`config.mk`:
```
export PLATFORM = sky130hd
export DESIGN_NAME = fruit_classify_flat
export DESIGN_NICKNAME = d
export VERILOG_FILES = /design/src/rtl/fruit_classify_if.sv /design/src/rtl/fruit_classify.sv /design/src/flat_wrapper.sv
export SDC_FILE = /design/constraint.sdc
export NUM_CORES = 1
export LEC_CHECK = 0
export BUFFER_PORTS_ARGS = -buffer_cell sky130_fd_sc_hd__buf_2
export CORE_MARGIN = 10
export CORE_UTILIZATION = 50
export CTS_BUF_LIST = sky130_fd_sc_hd__clkbuf_4
export CTS_CLUSTER_SIZE = 10
export DETAILED_ROUTE_END_ITERATION = 12
export GPL_ROUTABILITY_DRIVEN = 0
export GPL_TIMING_DRIVEN = 0
export PLACE_DENSITY = 0.71
export SKIP_LAST_GASP = 1
export SLEW_MARGIN = 20
export SYNTH_ARGS = -nofsm -noshare
export SYNTH_HDL_FRONTEND = slang
export SYNTH_SLANG_ARGS = --single-unit
```
`constraint.sdc`:
```
create_clock -name pixelclk -period 3.7 [get_ports pixelclk]
set_input_delay 0.555 -clock pixelclk [delete_from_list [all_inputs] [get_ports pixelclk]]
set_output_delay 0.555 -clock pixelclk [all_outputs]
set_load 0.02 [all_outputs]
```
`src/rtl/fruit_classify_if.sv`:
```
// Frame-level bus between the per-colour area counters, the fruit classifier
// and whatever consumes its debounced decision.
interface fruit_classify_if;
  logic          en;
  logic          i_vs;
  logic [263:0]  i_area;
  logic [3:0]    o_class;
  logic [23:0]   o_area;
  logic [3:0]    o_cand;
  logic          o_valid;
  logic          o_busy;

  modport slave (
    input  en, i_vs, i_area,
    output o_class, o_area, o_cand, o_valid, o_busy
  );

  modport master (
    output en, i_vs, i_area,
    input  o_class, o_area, o_cand, o_valid, o_busy
  );
endinterface

```
`src/rtl/fruit_classify.sv`:
```
// Picks the colour class with the largest pixel area at each frame end and
// debounces that pick over STABLE_N consecutive frames before publishing it.
module fruit_classify #(
  parameter logic [23:0] AREA_MIN = 24'd2000,
  parameter int          STABLE_N = 3
) (
  input  logic          pixelclk,
  input  logic          rst_n,
  fruit_classify_if.slave bus
);

  localparam int CW = $clog2(STABLE_N + 1);

  typedef enum logic [2:0] {IDLE, SNAP, SCAN, DECIDE, UPDATE} state_t;

  state_t         state_reg, state_next;
  logic           vs_reg, vs_d_reg, armed_reg;
  logic           frame_end;
  logic [263:0]   snap_reg;
  logic [23:0]    max_reg;
  logic [3:0]     idx_reg, k_reg, cand_reg;
  logic [3:0]     prev_cand_reg, o_cand_reg, o_class_reg;
  logic [23:0]    o_area_reg;
  logic [CW-1:0]  cnt_reg, cnt_next;
  logic           o_valid_reg;
  logic           busy, do_snap, do_scan, do_decide, do_update;
  logic [3:0]     cand_next;
  logic [23:0]    cur_area;
  logic [23:0]    area_arr [0:15];

  // armed stays low until i_vs has been seen low, so a sync already high at
  // reset release is not mistaken for a frame end
  assign frame_end = vs_reg & ~vs_d_reg & armed_reg;

  always_ff @(posedge pixelclk or negedge rst_n) begin
    if (!rst_n) begin
      vs_reg    <= 1'b0;
      vs_d_reg  <= 1'b0;
      armed_reg <= 1'b0;
    end else begin
      vs_reg    <= bus.i_vs;
      vs_d_reg  <= vs_reg;
      armed_reg <= armed_reg | ~bus.i_vs;
    end
  end

  genvar gi;
  generate
    for (gi = 0; gi < 16; gi++) begin : g_area
      if (gi >= 1 && gi <= 11) begin : g_cls
        assign area_arr[gi] = snap_reg[24*gi-1 -: 24];
      end else begin : g_none
        assign area_arr[gi] = '0;
      end
    end
  endgenerate

  assign cur_area = area_arr[k_reg];

  always_ff @(posedge pixelclk or negedge rst_n) begin
    if (!rst_n) state_reg <= IDLE;
    else        state_reg <= state_next;
  end

  always_comb begin
    state_next = state_reg;
    case (state_reg)
      IDLE:    if (frame_end && bus.en) state_next = SNAP;
      SNAP:    state_next = SCAN;
      SCAN:    if (k_reg == 4'd11) state_next = DECIDE;
      DECIDE:  state_next = UPDATE;
      UPDATE:  state_next = IDLE;
      default: state_next = IDLE;
    endcase
  end

  always_comb begin
    busy      = (state_reg != IDLE);
    do_snap   = (state_reg == SNAP);
    do_scan   = (state_reg == SCAN);
    do_decide = (state_reg == DECIDE);
    do_update = (state_reg == UPDATE);
  end

  always_comb begin
    cand_next = (max_reg >= AREA_MIN) ? idx_reg : 4'd0;
    if (cand_reg == prev_cand_reg)
      cnt_next = (cnt_reg == CW'(STABLE_N)) ? cnt_reg : cnt_reg + CW'(1);
    else
      cnt_next = CW'(1);
  end

  always_ff @(posedge pixelclk or negedge rst_n) begin
    if (!rst_n) begin
      snap_reg      <= '0;
      max_reg       <= '0;
      idx_reg       <= '0;
      k_reg         <= '0;
      cand_reg      <= '0;
      prev_cand_reg <= '0;
      cnt_reg       <= '0;
      o_cand_reg    <= '0;
      o_class_reg   <= '0;
      o_area_reg    <= '0;
      o_valid_reg   <= 1'b0;
    end else begin
      o_valid_reg <= do_update;
      if (do_snap) begin
        snap_reg <= bus.i_area;
        max_reg  <= '0;
        idx_reg  <= '0;
        k_reg    <= 4'd1;
      end
      if (do_scan) begin
        // strict compare keeps the lower class index on ties
        if (cur_area > max_reg) begin
          max_reg <= cur_area;
          idx_reg <= k_reg;
        end
        k_reg <= k_reg + 4'd1;
      end
      if (do_decide) begin
        cand_reg   <= cand_next;
        o_area_reg <= (cand_next != 4'd0) ? max_reg : 24'd0;
      end
      if (do_update) begin
        o_cand_reg    <= cand_reg;
        prev_cand_reg <= cand_reg;
        cnt_reg       <= cnt_next;
        if (cnt_next == CW'(STABLE_N)) o_class_reg <= cand_reg;
      end
    end
  end

  assign bus.o_class = o_class_reg;
  assign bus.o_area  = o_area_reg;
  assign bus.o_cand  = o_cand_reg;
  assign bus.o_valid = o_valid_reg;
  assign bus.o_busy  = busy;

endmodule

```
`src/flat_wrapper.sv`:
```
// flat-port wrapper written by rule: the top's interface ports become plain ports
module fruit_classify_flat 
#(
  parameter logic [23:0] AREA_MIN = 24'd2000,
  parameter int          STABLE_N = 3
)
  (pixelclk, rst_n, bus_en, bus_i_vs, bus_i_area, bus_o_class, bus_o_area, bus_o_cand, bus_o_valid, bus_o_busy);
  fruit_classify_if bus_i ();
  input  logic pixelclk;
  input  logic rst_n;
  input wire logic [$bits(bus_i.en)-1:0] bus_en;
  input wire logic [$bits(bus_i.i_vs)-1:0] bus_i_vs;
  input wire logic [$bits(bus_i.i_area)-1:0] bus_i_area;
  output wire logic [$bits(bus_i.o_class)-1:0] bus_o_class;
  output wire logic [$bits(bus_i.o_area)-1:0] bus_o_area;
  output wire logic [$bits(bus_i.o_cand)-1:0] bus_o_cand;
  output wire logic [$bits(bus_i.o_valid)-1:0] bus_o_valid;
  output wire logic [$bits(bus_i.o_busy)-1:0] bus_o_busy;
  assign bus_i.en = bus_en;
  assign bus_i.i_vs = bus_i_vs;
  assign bus_i.i_area = bus_i_area;
  assign bus_o_class = bus_i.o_class;
  assign bus_o_area = bus_i.o_area;
  assign bus_o_cand = bus_i.o_cand;
  assign bus_o_valid = bus_i.o_valid;
  assign bus_o_busy = bus_i.o_busy;
  fruit_classify #(.AREA_MIN(AREA_MIN), .STABLE_N(STABLE_N)) u_core (.pixelclk(pixelclk), .rst_n(rst_n), .bus(bus_i));
endmodule
```
# Yosys cells after proc, flatten, opt, wreduce, memory -nomap -nowiden

Cells that the tools add are included.

Magnitude comparators: 3
Shift-type cells: 0
Bitwise gates (word level): 6
Reductions and logical operators: 7
Div/mod/pow operators: 0
$add $sub $neg: 2
Equal/unequal tests: 10
Multiplexer cells: 18
$mul: 0

Operators by type and width:

| operator                                                                              | number |
|---|---|
| 24-bit 2-to-1 mux                                                                     | 6 |
| 24-bit binary-select mux with 4-bit select                                            | 1 |
| 24-bit by 11-bit greater-or-equal comparator with 1-bit output, second input constant | 1 |
| 24-bit > comparator                                                                   | 1 |
| 4-bit 2-to-1 mux                                                                      | 6 |
| 3-bit one-hot mux with 4 select lines                                                 | 1 |
| 3-bit by 2-bit equality test with 1-bit output, second input constant                 | 2 |
| 3-bit 2-to-1 mux                                                                      | 2 |
| 5-bit greater-or-equal comparator, second input constant                              | 1 |
| 4-bit inverter with 5-bit output                                                      | 1 |
| 4-bit by 1-bit adder with 4-bit output, second input constant                         | 1 |
| 2-bit equality test, second input constant                                            | 2 |
| 4-bit equality test                                                                   | 1 |
| 4-bit equality test, second input constant                                            | 1 |
| 2-bit 2-to-1 mux                                                                      | 2 |
| 2-bit AND reduction                                                                   | 2 |
| 4-bit nonzero test                                                                    | 1 |
| 3-bit by 1-bit equality test with 1-bit output, second input constant                 | 1 |
| 3-bit equality test, second input constant                                            | 1 |
| 3-bit zero test                                                                       | 1 |
| 3-bit nonzero test                                                                    | 1 |
| 2-bit by 1-bit adder with 2-bit output, second input constant                         | 1 |
| 1-bit AND                                                                             | 2 |
| 2-bit by 1-bit inequality test with 1-bit output, second input constant               | 1 |
| 5 further kinds                                                                       | 6 |

Output and inout bits: 34
Word-level logic and storage cells: 60
Memory bits (read-only): 0
RAM bits: 0
Memories kept: 0
Register bits: 341
Latch bits: 0
Bits of input ports: 268

# Longest topological paths before layout

Word-level depth: 7
Depth in mapped cells: 15
Mapped depth without buffers: 10

# Least setup slack after synthesis

No wires, ideal clock.

Path type: reg-to-reg
From: reg u_core.k_reg[1]
To: reg u_core.max_reg[10]
Stages on the path, launching flop included: 14
Period minus slack after synthesis: 3.297 ns
Arrival time: 3.172 ns
Setup slack: 0.403 ns
Cell sequence: dfrtp_1 -> buf_1 -> buf_2 -> mux4_2 -> nand2_1 -> o31ai_1 -> ha_1 -> a41oi_2 -> o21ai_1 -> a221o_1 -> o31a_1 -> buf_6 -> buf_12 -> mux2_4

Cells in the longest elaborated chain, start to end: 7

RTL lines:

| element                                                    | RTL line              | text |
|---|---|---|
| from (decl)                                                | fruit_classify.sv:21  | `logic [3:0] idx_reg, k_reg, cand_reg;` |
| from (signal assigned)                                     | fruit_classify.sv:120 | `k_reg <= k_reg + 4'd1;` |
| 4-bit inverter with 5-bit output (implied by the code) (*) | fruit_classify.sv:58  | `assign cur_area = area_arr[k_reg];` |
| 24-bit binary-select mux with 4-bit select (*)             | fruit_classify.sv:58  |  |
| 24-bit 2-to-1 mux (implied by the code) (*) (2 in series)  | fruit_classify.sv:58  |  |
| 24-bit > comparator                                        | fruit_classify.sv:116 | `if (cur_area > max_reg) begin` |
| 24-bit 2-to-1 mux (*)                                      | fruit_classify.sv:116 |  |
| 24-bit 2-to-1 mux (*)                                      | fruit_classify.sv:114 | `if (do_scan) begin` |
| to (signal assigned)                                       | fruit_classify.sv:117 | `max_reg <= cur_area;` |
| to (decl)                                                  | fruit_classify.sv:20  | `logic [23:0] max_reg;` |

Every way passes the cells marked *; elsewhere a longest branch is shown, timed or not. The select of a mux whose other input is x is not followed.
A chain may end at the register's enable or synchronous reset.

# Worst setup path in the final report

From: reg u_core.k_reg[0]
To: reg u_core.max_reg[15]

The elaborated chain is that of the path after synthesis.

==> impl_metrics.py <==
metrics = {
    "run_status": {
        "status": "finished clean",
    },
    "clock_tree": {
        "clk_path_buf_depth": 3,
        "cts-root-buf": "clkbuf_4",
        "numCtsBuffers": 88,
        "clkTransAtPathRegs_ns": 0.07,
        "clock_sinks": 341,
        "htreeDepth": 3,
        "cts_tree": "built",
        "clock_latency_ns": 0.72,
    },
    "sta": {
        "tns_ns": 0,
        "tightestPinTransition_ns": 0.7077,
        "finalWorstPathRequiredPeriod_ns": 3.657,
        "final_max_slew_viol_count": 0,
        "clock.fmax_mhz": 273.4,
        "relSlewSlack_pct": 52.82,
        "fin_crit_sh_pct": 98.84,
        "finalHoldViolations": 0,
        "finClkSkew_ns": 0.03191,
        "finalSetupViolCount": 0,
    },
    "pwr": {
        "irDropWorstVdd_mv": 0.3589,
        "p_total_mw": 17.43,
        "p_int_mw": 10.70,
        "power.combinational.fraction_pct": 44.1,
        "p_sw_mw": 6.727,
        "seq_power_share_pct": 37.6,
        "leakage_nw": 10.13,
        "p_clk_share_pct": 18.3,
        "power_switching_share_pct": 38.60,
        "powerDensity_nw_per_um2": 895.0,
    },
    "routing": {
        "via_per_inst": 5.337,
        "detail-route-antenna-nets": 0,
        "dr.pass1.iters": 7,
        "num_vias": 13420,
        "routed_wl_mm": 50.03,
        "drt_iter0_drc": 1019,
        "drc": 0,
        "wl_per_cell_um": 19.89,
    },
    "worst_hold_path": {
        "hold_path_end": "u_core.snap_reg[47]",
        "holdCritPathClass": "primary input to flip-flop",
        "hp-start": "bus_i_area[47]",
        "min_delay_path_depth": 3,
    },
    "layout": {
        "design_area_um2": 19470,
        "fillers": 2647,
        "fin_nets": 2359,
        "fin_cells": 2515,
        "syn_to_final_growth_pct": 24.54,
        "drive_above_1_share_pct": 28.86,
        "largest_reg_flops": 264,
    },
    "synthesis": {
        "synth_area_per_cell_um2": 9.592,
        "synthSimpleGateAreaFrac_pct": 22.53,
        "syn_area_um2": 15630,
        "ys_seq_area_share_pct": 54.58,
        "ys_ff_latch": 341,
        "synth-adder-area-share_pct": 2.001,
        "synth-compound-area-share_pct": 5.450,
        "synthArstFlopShare_pct": 100.0,
        "ys.flop_type": "dfrtp_1",
        "synthesis.nets": 1923,
        "muxShareOfSynthArea_pct": 11.54,
        "netlist_instances": 1630,
        "synth-xor-area-share_pct": 0.2241,
        "synth-edff-count": 0,
        "synth_top_family_by_area": "simple AND/OR/NAND/NOR gates",
        "ys.warnings.count": 0,
        "yosysUniqueCellTypes": 49,
    },
    "setup_path": {
        "cp-start-kind": "flip-flop",
        "r2r_start": "u_core.k_reg[0]",
        "worstPathMaxFanout": 10,
        "critical_path_class": "flip-flop to flip-flop",
        "r2r_slack_ns": 0.04,
        "cp-end-kind": "flip-flop",
        "cp.arrival_ns": 4.24,
        "required_ns": 4.28,
        "reg2reg_depth": 13,
        "timing.rr.end": "u_core.max_reg[15]",
    },
    "die": {
        "core_area_um2": 30750,
        "die_w_um": 196.8,
        "start_util_pct": 50.85,
        "die_area_um2": 38740,
        "rows": 64,
        "die_h_um": 196.8,
        "io_pins": 302,
    },
    "placed_design": {
        "dp_hpwl_mm": 37.85,
        "io_buffers": 301,
        "place_area_um2": 17730,
        "dp_cells": 2330,
    },
    "global_routing": {
        "gr-total-overflow": 0,
        "grt_max_degree": 102,
        "grt_pass1_wl_mm": 77.71,
        "antenna_found_initial": 2,
        "track_usage_pct": 25.64,
        "grt_pass1_vias": 14370,
    },
    "run": {
        "maxCapViolCount": 0,
    },
}
-- critical path, cell delays in order (launching register included) --
cell and delay (ns):
dfrtp_1 0.39, buf_6 0.18, buf_12 0.16, mux4_2 0.55, nor2_2 0.23, o31ai_1 0.16
ha_1 0.35, a41oi_2 0.14, o21ai_1 0.10, a221o_1 0.37, o31a_1 0.29, buf_6 0.16
buf_12 0.16, mux2_4 0.29
-- power groups by stage --
stage	registers, mW	clock network (mW)	logic, mW
2_1_floorplan	6.33	0	5.07
3_3_place_gp	6.49	0	6.93
3_5_place_dp	6.57	0	7.14
4_1_cts	6.52	3.24	7.31
5_1_grt	6.75	3.44	8.43
6_report	6.55	3.18	7.69
-- worst max-delay path by stage --
stage	from	endpoint	cells past startpoint
final	u_core.k_reg[0]	u_core.max_reg[15]	13
after global routing	u_core.k_reg[0]	u_core.max_reg[19]	13
after CTS	u_core.k_reg[0]	u_core.max_reg[17]	13
after detailed placement	u_core.k_reg[1]	u_core.max_reg[15]	13
after floorplan	u_core.k_reg[1]	u_core.max_reg[10]	13
after global placement	rst_n	u_core.snap_reg[152]	1
-- layer usage --
layer	routed length, um	global-route usage (%)
met5	13	0
met4	1257	8.943
met3	3717	5.673
met2	24630	42.69
met1	20420	32.48
-- cells in the mapped netlist (2+ instances only) --
cell      count  share of area, %
nand2_1     826                20
dfrtp_1     341                55
clkbuf_1     76               1.8
nor2_1       53               1.3
mux4_2       48               6.9
mux2_2       38               2.7
inv_1        30              0.72
a22o_1       28               1.6
ha_1         25               2.0
o31ai_1      23               1.1
a221oi_1     22               1.2
mux2_4       15               1.4
a21oi_1      13              0.42
buf_2        13              0.42
nand3_1      11              0.35
nand4_1       9              0.36
mux2i_1       7              0.45
xnor2_1       4              0.22
buf_1         3             0.072
buf_4         3              0.14
buf_6         3              0.22
nor3b_1       3              0.14
o21ai_0       3             0.096
or4_1         3              0.14
a21boi_0      2             0.096
buf_12        2              0.26
nor3_1        2             0.064
nor4_1        2             0.080
o31a_1        2              0.11
-- logic make-up after synthesis --
family / Yosys count
buffers and inverters: 131
DFF: 341
adders and majority gates: 25
muxes: 108
xor gates and xnor gates: 4
and+or+nand+nor: 915
AOI/OAI and AO/OA: 106
-- cells in the final DEF (no fill, tap or decap), types with 3 or more instances in the layout --
cell type / n
buf_6: 8
clkbuf_1: 67
a22o_1: 28
mux2_2: 38
o31ai_2: 11
mux4_2: 48
buf_12: 5
xnor2_1: 4
inv_1: 30
nand2_1: 825
o21ai_0: 3
dlygate4sd3_1: 36
nor2_1: 43
nor2_2: 7
a21oi_1: 13
buf_16: 3
nor2_4: 3
clkinv_1: 7
a221oi_1: 20
buf_4: 9
dfrtp_1: 339
buf_2: 302
clkinvlp_4: 3
clkbuf_4: 135
ha_1: 25
buf_8: 3
mux2_4: 15
nand4_1: 9
or4_1: 3
clkbuf_2: 8
nor3b_1: 3
nand3_1: 11
mux2i_1: 7
o31ai_1: 10
-- per-stage QoR --
| step | setup WS (ns) | util [%] | hold WS, ns |
|---|---|---|---|
| 3_5_place_dp | -0.4800 | 57.66 | 0.3681 |
| 3_3_place_gp | -4.350 | 57.36 | 0.3629 |
| 5_1_grt | -0.02261 | 63.32 | 0.001666 |
| 2_1_floorplan | 0.4030 | - | 0.2594 |
| 6_report | 0.04299 | 63.33 | 0.03762 |
| 4_1_cts | 0.008939 | 62.54 | 0.00008293 |
-- area by class of cell --
type / count / area, um2 / share of cell area [%]
clock buffers: 130 / 975.9 / 5.012
flip-flops and latches: 341 / 8536 / 43.83
clock inverters: 11 / 78.83 / 0.4048
repair buffers: 347 / 2012 / 10.33
well taps: 396 / 495.5 / 2.544
diodes: 2 / 5.005 / 0.02570
plain buffers: 100 / 578.1 / 2.969
multi-input cells: 1158 / 6679 / 34.30
inverters: 30 / 112.6 / 0.5783
-- what timing repair did --
action	4_1_cts	5_1_grt
gates resized for setup	27	56
endpoints found under the hold margin	94	0
setup endpoints to repair	28	28
pin swaps	1	9
buffers inserted	1	6
hold buffers	36	0
Note: power is estimated with default switching activity, not from simulation.
